===== src/rtl/fetch_pkg.sv =====
// Shared defaults and sizing helpers for the instruction fetch unit and its FIFOs.
package fetch_pkg;

    localparam int unsigned ADDR_W_DEF   = 32;
    localparam int unsigned INST_W_DEF   = 32;
    localparam logic [31:0] RESET_PC_DEF = 32'h0000_0000;
    localparam int unsigned FQ_DEPTH_DEF = 4;

    // Occupancy counters must represent 0..depth inclusive.
    function automatic int unsigned cnt_width(input int unsigned depth);
        return int'($clog2(depth)) + 1;
    endfunction

    function automatic int unsigned ptr_width(input int unsigned depth);
        return (depth > 1) ? int'($clog2(depth)) : 1;
    endfunction

    localparam int unsigned CNT_W_DEF = cnt_width(FQ_DEPTH_DEF);

endpackage


===== src/rtl/fetch_fifo.sv =====
// Show-ahead FIFO with synchronous clear; head entry is visible on data_o
// whenever count_o is non-zero.
module fetch_fifo
    import fetch_pkg::*;
#(
    parameter int unsigned WIDTH = 32,
    parameter int unsigned DEPTH = FQ_DEPTH_DEF
) (
    input  logic                        clk,
    input  logic                        rst_n,
    input  logic                        clear_i,
    input  logic                        push_i,
    input  logic [WIDTH-1:0]            data_i,
    input  logic                        pop_i,
    output logic [WIDTH-1:0]            data_o,
    output logic [cnt_width(DEPTH)-1:0] count_o
);

    localparam int unsigned PTR_W = ptr_width(DEPTH);
    localparam int unsigned CNT_W = cnt_width(DEPTH);

    logic [WIDTH-1:0] mem_q [DEPTH];
    logic [PTR_W-1:0] wr_ptr_q, wr_ptr_d;
    logic [PTR_W-1:0] rd_ptr_q, rd_ptr_d;
    logic [CNT_W-1:0] count_q, count_d;
    logic             do_push_c, do_pop_c;

    // Clear has priority over any push/pop in the same cycle.
    always_comb begin
        do_push_c = push_i && (count_q != CNT_W'(DEPTH)) && !clear_i;
        do_pop_c  = pop_i && (count_q != '0) && !clear_i;
        wr_ptr_d  = wr_ptr_q;
        rd_ptr_d  = rd_ptr_q;
        count_d   = count_q;
        if (clear_i) begin
            wr_ptr_d = '0;
            rd_ptr_d = '0;
            count_d  = '0;
        end else begin
            if (do_push_c) wr_ptr_d = wr_ptr_q + PTR_W'(1);
            if (do_pop_c)  rd_ptr_d = rd_ptr_q + PTR_W'(1);
            count_d = count_q + CNT_W'(do_push_c) - CNT_W'(do_pop_c);
        end
    end

    always_ff @(posedge clk or negedge rst_n) begin
        if (!rst_n) begin
            wr_ptr_q <= '0;
            rd_ptr_q <= '0;
            count_q  <= '0;
        end else begin
            wr_ptr_q <= wr_ptr_d;
            rd_ptr_q <= rd_ptr_d;
            count_q  <= count_d;
        end
    end

    // Storage needs no reset: entries are only visible once counted.
    always_ff @(posedge clk) begin
        if (do_push_c) mem_q[wr_ptr_q] <= data_i;
    end

    assign data_o  = mem_q[rd_ptr_q];
    assign count_o = count_q;

endmodule


===== src/rtl/fetch_unit.sv =====
// Instruction fetch: credit-limited sequential PC requests, in-order response
// capture into a show-ahead queue, and redirect flush with stale-response dropping.
module fetch_unit
    import fetch_pkg::*;
#(
    parameter int unsigned       ADDR_W   = ADDR_W_DEF,
    parameter int unsigned       INST_W   = INST_W_DEF,
    parameter logic [ADDR_W-1:0] RESET_PC = ADDR_W'(RESET_PC_DEF),
    parameter int unsigned       FQ_DEPTH = FQ_DEPTH_DEF
) (
    input  logic              clk,
    input  logic              reset,
    output logic              imem_req_valid,
    input  logic              imem_req_ready,
    output logic [ADDR_W-1:0] imem_req_addr,
    input  logic              imem_rsp_valid,
    input  logic [INST_W-1:0] imem_rsp_data,
    input  logic              redirect_valid,
    input  logic [ADDR_W-1:0] redirect_pc,
    output logic              inst_valid,
    input  logic              inst_ready,
    output logic [INST_W-1:0] inst_word,
    output logic [ADDR_W-1:0] inst_pc
);

    localparam int unsigned CNT_W = cnt_width(FQ_DEPTH);
    localparam int unsigned SUM_W = CNT_W + 1;
    localparam int unsigned FQ_W  = ADDR_W + INST_W;

    logic [ADDR_W-1:0] pc_q, pc_d;
    logic [CNT_W-1:0]  drop_q, drop_d;
    logic [CNT_W-1:0]  pend_cnt, fq_cnt;
    logic [ADDR_W-1:0] pend_head;
    logic [FQ_W-1:0]   fq_head;
    logic [FQ_W-1:0]   fq_wdata_c;
    logic              credit_ok_c;
    logic              req_fire_c;
    logic              rsp_keep_c;
    logic              inst_fire_c;
    logic              fq_full_c;
    logic              pend_empty_c;

    // Handshakes and queue-side controls. Credits cover requests still in
    // flight (including ones that will be dropped) plus queued instructions.
    always_comb begin
        credit_ok_c    = ({1'b0, pend_cnt} + {1'b0, fq_cnt}) < SUM_W'(FQ_DEPTH);
        imem_req_valid = credit_ok_c && !redirect_valid && reset;
        imem_req_addr  = pc_q;
        req_fire_c     = imem_req_valid && imem_req_ready;
        rsp_keep_c     = imem_rsp_valid && (drop_q == '0) && !redirect_valid;
        fq_wdata_c     = {pend_head, imem_rsp_data};
        fq_full_c      = (fq_cnt == CNT_W'(FQ_DEPTH));
        pend_empty_c   = (pend_cnt == '0);
        inst_valid     = (fq_cnt != '0);
        inst_fire_c    = inst_valid && inst_ready && !redirect_valid;
        inst_pc        = inst_valid ? fq_head[FQ_W-1 -: ADDR_W] : '0;
        inst_word      = inst_valid ? fq_head[INST_W-1:0] : '0;
    end

    // A response landing on the redirect edge is itself discarded, so the
    // drop budget covers only what remains outstanding after that edge.
    always_comb begin
        pc_d   = pc_q;
        drop_d = drop_q;
        if (redirect_valid) begin
            pc_d   = redirect_pc & ~ADDR_W'(3);
            drop_d = pend_cnt - CNT_W'(imem_rsp_valid);
        end else begin
            if (req_fire_c) pc_d = pc_q + ADDR_W'(4);
            if (imem_rsp_valid && (drop_q != '0)) drop_d = drop_q - CNT_W'(1);
        end
    end

    always_ff @(posedge clk or negedge reset) begin
        if (!reset) begin
            pc_q   <= RESET_PC;
            drop_q <= '0;
        end else begin
            pc_q   <= pc_d;
            drop_q <= drop_d;
        end
    end

    fetch_fifo #(
        .WIDTH (ADDR_W),
        .DEPTH (FQ_DEPTH)
    ) u_pend_fifo (
        .clk     (clk),
        .rst_n   (reset),
        .clear_i (1'b0),
        .push_i  (req_fire_c),
        .data_i  (pc_q),
        .pop_i   (imem_rsp_valid),
        .data_o  (pend_head),
        .count_o (pend_cnt)
    );

    fetch_fifo #(
        .WIDTH (FQ_W),
        .DEPTH (FQ_DEPTH)
    ) u_fetch_q (
        .clk     (clk),
        .rst_n   (reset),
        .clear_i (redirect_valid),
        .push_i  (rsp_keep_c),
        .data_i  (fq_wdata_c),
        .pop_i   (inst_fire_c),
        .data_o  (fq_head),
        .count_o (fq_cnt)
    );

    // Memory must only answer requests it accepted, and credits keep the queue from overflowing.
    a_no_rsp_overflow: assert property (@(posedge clk) disable iff (!reset)
        !(imem_rsp_valid && fq_full_c));
    a_no_orphan_rsp: assert property (@(posedge clk) disable iff (!reset)
        !(imem_rsp_valid && pend_empty_c));

endmodule


===== config.mk =====
export PLATFORM = sky130hd
export DESIGN_NAME = fetch_unit
export DESIGN_NICKNAME = d
export VERILOG_FILES = /design/src/rtl/fetch_pkg.sv /design/src/rtl/fetch_fifo.sv /design/src/rtl/fetch_unit.sv
export SDC_FILE = /design/constraint.sdc
export NUM_CORES = 1
export LEC_CHECK = 0
export BUFFER_PORTS_ARGS = -buffer_cell sky130_fd_sc_hd__buf_2
export CAP_MARGIN = 10
export CORE_UTILIZATION = 63
export CTS_CLUSTER_SIZE = 10
export DETAILED_ROUTE_END_ITERATION = 8
export GPL_TIMING_DRIVEN = 0
export PLACE_DENSITY = 0.81
export SYNTH_ARGS = -nofsm -noshare
export SYNTH_HDL_FRONTEND = slang
export SYNTH_SLANG_ARGS = --single-unit

===== constraint.sdc =====
create_clock -name clk -period 4.98 [get_ports clk]
set_input_delay 1.494 -clock clk [delete_from_list [all_inputs] [get_ports clk]]
set_output_delay 1.494 -clock clk [all_outputs]
set_load 0.01 [all_outputs]

Word-level counts from Yosys, hierarchy flattened --
Memory sizes are Yosys's and may differ from the RTL's. Cells that the tools add are included.
Operators by class: $add $sub $neg 12, mux-type cells 15, reductions and logical operators 23, magnitude comparators 1, eq/ne operators 2
Operator list (number):
- 32-bit 2-to-1 mux | 4
- 32-bit by 3-bit adder with 32-bit output, second input constant | 1
- 1-bit logical AND | 14
- 3-bit 2-to-1 mux | 3
- 3-bit nonzero test | 3
- 3-bit by 1-bit subtractor with 3-bit output | 3
- 2-bit by 1-bit adder with 2-bit output, second input constant | 4
- 2-bit 2-to-1 mux | 4
- 2-bit nonzero test | 4
- 3-bit by 1-bit adder with 3-bit output | 2
- 3-bit inequality test, second input constant | 2
- 3-bit by 3-bit adder with 4-bit output | 1
- 4-bit by 3-bit less-than comparator with 1-bit output, second input constant | 1
- 1-bit 2-to-1 mux | 4
- 3-bit zero test | 1
- 3-bit by 1-bit subtractor with 3-bit output, second input constant | 1
- 1-bit zero test | 1
Word-level totals: register bits after elaboration 49, memories kept 2, word-level logic and storage cells 63, input port bits 70, output and inout bits 98, memory bits (writable) 384
Memories:
- u_fetch_q.mem_q | words 4, bits a word 64, rd ports 1, clocked after memory_dff 0, wr ports 1, line fetch_fifo.sv:22 | logic [WIDTH-1:0] mem_q [DEPTH];
- u_pend_fifo.mem_q | words 4, bits a word 32, rd ports 1, clocked after memory_dff 0, wr ports 1, line fetch_fifo.sv:22

Logic depth before layout (Yosys ltp) --
depth after elaboration 8, depth in mapped cells 11, depth with buffers taken out 10

Modules after synthesis --
From an unflattened synthesis, not the netlist that was laid out.
Unflattened totals: cells, all modules 917, area, all modules 17387.9 um^2
Modules (own cells, without submodules):
- fetch_fifo at u_fetch_q | times used 1, cells an instance 380, area each 9691.8 um^2, seq. area each 7862.5 um^2
- fetch_fifo at u_pend_fifo | times used 1, cells an instance 214, area each 5127.4 um^2, seq. area each 4018.9 um^2
- fetch_unit | times used 1, cells an instance 323, area each 2568.7 um^2, seq. area each 825.8 um^2

Worst setup path after synthesis --
Ideal clock, no wire load.
kind input to register, from input port redirect_valid, to memory u_fetch_q.mem_q[1][0] (netlist name) (enable), arrival 3766 ps, setup time 426 ps, data required time 4554 ps, path buffers 1, cell stages on the path 3, slack 788 ps, path through buf_2 a2111oi_2 and2_1
On the way: cells in the longest elaborated chain, start to end 6
RTL lines:
- start, declared | line fetch_unit.sv:18 | input logic redirect_valid,
- 1-bit zero test * | line fetch_fifo.sv:30, fetch_unit.sv:50
- 1-bit logical AND | line fetch_unit.sv:50 | rsp_keep_c = imem_rsp_valid && (drop_q == '0) && !redirect_valid;
- 1-bit logical AND | line fetch_fifo.sv:30 | do_push_c = push_i && (count_q != CNT_W'(DEPTH)) && !clear_i;
- 1-bit logical AND * | line fetch_fifo.sv:30
- 1-bit 2-to-1 mux * | line fetch_fifo.sv:60 | if (do_push_c) mem_q[wr_ptr_q] <= data_i;
- 1-bit 2-to-1 mux (implied by the code) * | line fetch_fifo.sv:60
- end, declared | line fetch_fifo.sv:22
Every way passes the cells marked *; elsewhere a longest branch is shown, timed or not.

Worst setup path after layout --
from register u_fetch_q.rd_ptr_q[0], to output port inst_pc[7]
On the way: cells in the longest elaborated chain, start to end 2
RTL lines:
- start, declared | line fetch_fifo.sv:24 | logic [PTR_W-1:0] rd_ptr_q, rd_ptr_d;
- start signal, assigned | line fetch_fifo.sv:53 | rd_ptr_q <= rd_ptr_d;
- memory 4 x 64 bit
- 32-bit 2-to-1 mux | line fetch_unit.sv:56 | inst_pc = inst_valid ? fq_head[FQ_W-1 -: ADDR_W] : '0;
- end, declared | line fetch_unit.sv:23 | output logic [ADDR_W-1:0] inst_pc
Every way passes these cells.

==> results.sh <==
export IMPL_via_per_inst=6.237
export IMPL_die_h_um=163.9
export IMPL_ant_nets=0
export IMPL_gp_congestion=0.9248
export IMPL_synth_edff_count=368
export IMPL_area_delta_synth_final_pct=16.35
export IMPL_start_util_pct=64.86
export IMPL_antenna_cells=0
export IMPL_die_width_um=163.9
export IMPL_first_global_vias=9089
export IMPL_routed_wl_um=35120
export IMPL_synth_area_um2=16520
export IMPL_numCtsBuffers=47
export IMPL_ctsResizeCount=0
export IMPL_drc=0
export IMPL_syn_area_per_cell_um2=19.12
export IMPL_io_pins=168
export IMPL_cts_sinks=415
export IMPL_timing_final_crit_period_ns=4.319
export IMPL_tns_ns=0
export IMPL_cts_root_buf="clkbuf_16"
export IMPL_seq_area_frac_synth_pct=74.00
export IMPL_p_total_w=0.009687
export IMPL_ctsHoldBuffers=0
export IMPL_wire_per_inst_um=24.42
export IMPL_syn_inst=864
export IMPL_cap_violations=0
export IMPL_holdCritPathClass="reg -> reg"
export IMPL_drtIter0Drc=826
export IMPL_firstDrtPassIters=6
export IMPL_slew_viol_final=0
export IMPL_antenna_found_initial=0
export IMPL_nNetsFinal=1172
export IMPL_grt_usage_pct=27.32
export IMPL_cts_tree="yes"
export IMPL_cp_arrival_ns=2.83
export IMPL_cp_start_kind="register"
export IMPL_rows=58
export IMPL_crit_required_ns=3.49
export IMPL_setup_viol=0
export IMPL_synth_seq_cells=415
export IMPL_grt_setup_unrepaired="no"
export IMPL_dieArea_um2=26880
export IMPL_yosys_warnings=0
export IMPL_synth_flop_cell="edfxtp_1"
export IMPL_post_dp_hpwl_um=19630
export IMPL_worst_pin_slew_ns=1.022
export IMPL_vias=8969
export IMPL_final_period_utilization_pct=86.73
export IMPL_powerDensity_nw_per_um2=503.9
export IMPL_critPathKind="reg -> out"
export IMPL_grt_max_degree=57
export IMPL_max_freq_mhz=231.5
export IMPL_leakage_nw=6.782
export IMPL_clockBufferDepth=3
export IMPL_status="complete, no violations"
export IMPL_grt_overflow_total=0
export IMPL_synthArstFlopShare_pct=11.33
export IMPL_yosysUniqueCellTypes=50
export IMPL_layout_common_cells="368 x edfxtp_1, 173 x buf_2, 92 x mux4_2, 66 x and2_1"
export IMPL_drive_above_1_share_pct=31.14
export IMPL_clk_pin_slew_ns=0.05
export IMPL_vdd_drop_max_uv=355.7
export IMPL_grt_pass1_wl_um=53410
export IMPL_portBuffers=160
export IMPL_clk_insertion_delay_late_ns=0.53
export IMPL_post_cts_setup_buffers=0
export IMPL_h_tree_depth=2
export IMPL_finClkSkew_ns=0.01054
export IMPL_crit_fanout=10
export IMPL_final_common_cell="edfxtp_1"
export IMPL_cp_end_kind="output pin"
export IMPL_slew_limit_headroom_pct=31.72
export IMPL_coreArea_um2=25470
export IMPL_hold_viol_final=0
## power breakdown
group / leakage, nW / switching, W / internal (W)
registers: 3.90 / 0.000182 / 0.00418
clock network: 0.635 / 0.00123 / 0.00180
logic: 2.25 / 0.00127 / 0.00103
## critical path, cell delays in order (launching register included)
cell and delay, ns:
dfrtp_1 0.32, clkbuf_1 0.56, buf_2 0.49, mux4_2 0.56
and2_1 0.21, buf_2 0.15
## final cells by class
type / count / area [µm²]
inverter: 17 / 63.81
clock inverter: 1 / 7.507
timing repair buffer: 165 / 930.9
buffer: 44 / 197.7
clock buffer: 75 / 1324
multi-input combinational: 391 / 4060
sequential: 415 / 12230
tap: 330 / 412.9
fill: 1410 / 6248
## path summary, 6_finish.rpt
| kind | start | end | slack, ns | cells past startpoint |
|---|---|---|---|---|
| setup / recovery | u_fetch_q.rd_ptr_q[0] | inst_pc[7] | 0.66 | 5 |
| hold / removal | drop_q[1] | drop_q[1] | 0.57 | 2 |
| setup reg to reg | u_fetch_q.count_o[1] | u_pend_fifo.mem_q[2][10] | 1.63 | 5 |
| hold reg to reg | drop_q[1] | drop_q[1] | 0.57 | 2 |
| max in group asynchronous | reset | imem_req_addr[6] | 3.46 | 2 |
| min in group asynchronous | reset | imem_req_addr[23] | 0.96 | 1 |
## per-stage QoR
step                utilization [%]  hold slack (ns)  setup slack (ns)  instances  cell area (µm²)
global route                  75.47           0.6487            0.4957       1438            19220
floorplan                         -           0.5029            0.7880        867            16530
detailed placement            70.16           0.5583           0.01897       1361            17870
CTS                           75.39           0.5748            0.3935       1437            19200
finish                        75.47           0.5730            0.6608       1438            19220
global placement              69.67           0.5279           -0.5009       1357            17750
## metal layers
metal | GRT usage, % | vias up | wire, µm
met5 | 0 | - | 0
met4 | 7.702 | 0 | 749
met3 | 4.091 | 63 | 2271
met2 | 46.86 | 455 | 18240
met1 | 36.87 | 4590 | 13850
li1 | - | 3861 | -
## registers in the layout (all words and copies together), names as in the netlist, 3 cells and up
signal               cells
u_pend_fifo.mem_q      120
u_fetch_q.count_o        3
u_pend_fifo.count_o      3
u_fetch_q.mem_q        248
imem_req_addr           30
drop_q                   3
## logic make-up after synthesis
family / count (synthesis) / share of synthesized area, %
compound gates: 56 / 2.439
xor+xnor: 16 / 0.8482
fa+ha+maj: 21 / 1.681
buf+inv: 61 / 1.583
flops: 415 / 74.00
mux: 98 / 12.92
other cells: 1 / 0.02270
simple gates: 196 / 6.505
## synthesized netlist by cell type, drive strengths merged (4+ instances only)
library cell,count,share of area [%]
inv,16,0.36
dfrtp,47,7.1
o21ai,16,0.48
xor2,9,0.48
mux4,92,13
nand4,9,0.43
nor2,22,0.50
nand2,44,1.0
o211ai,11,0.50
nand3,24,0.76
xnor2,7,0.37
and3,5,0.20
a21oi,5,0.15
ha,19,1.4
edfxtp,368,67
o311ai,9,0.48
clkbuf,24,0.55
and2,74,2.8
or4,4,0.18
buf,20,0.64
mux2i,4,0.24
Power figures use the tool's default switching activity.
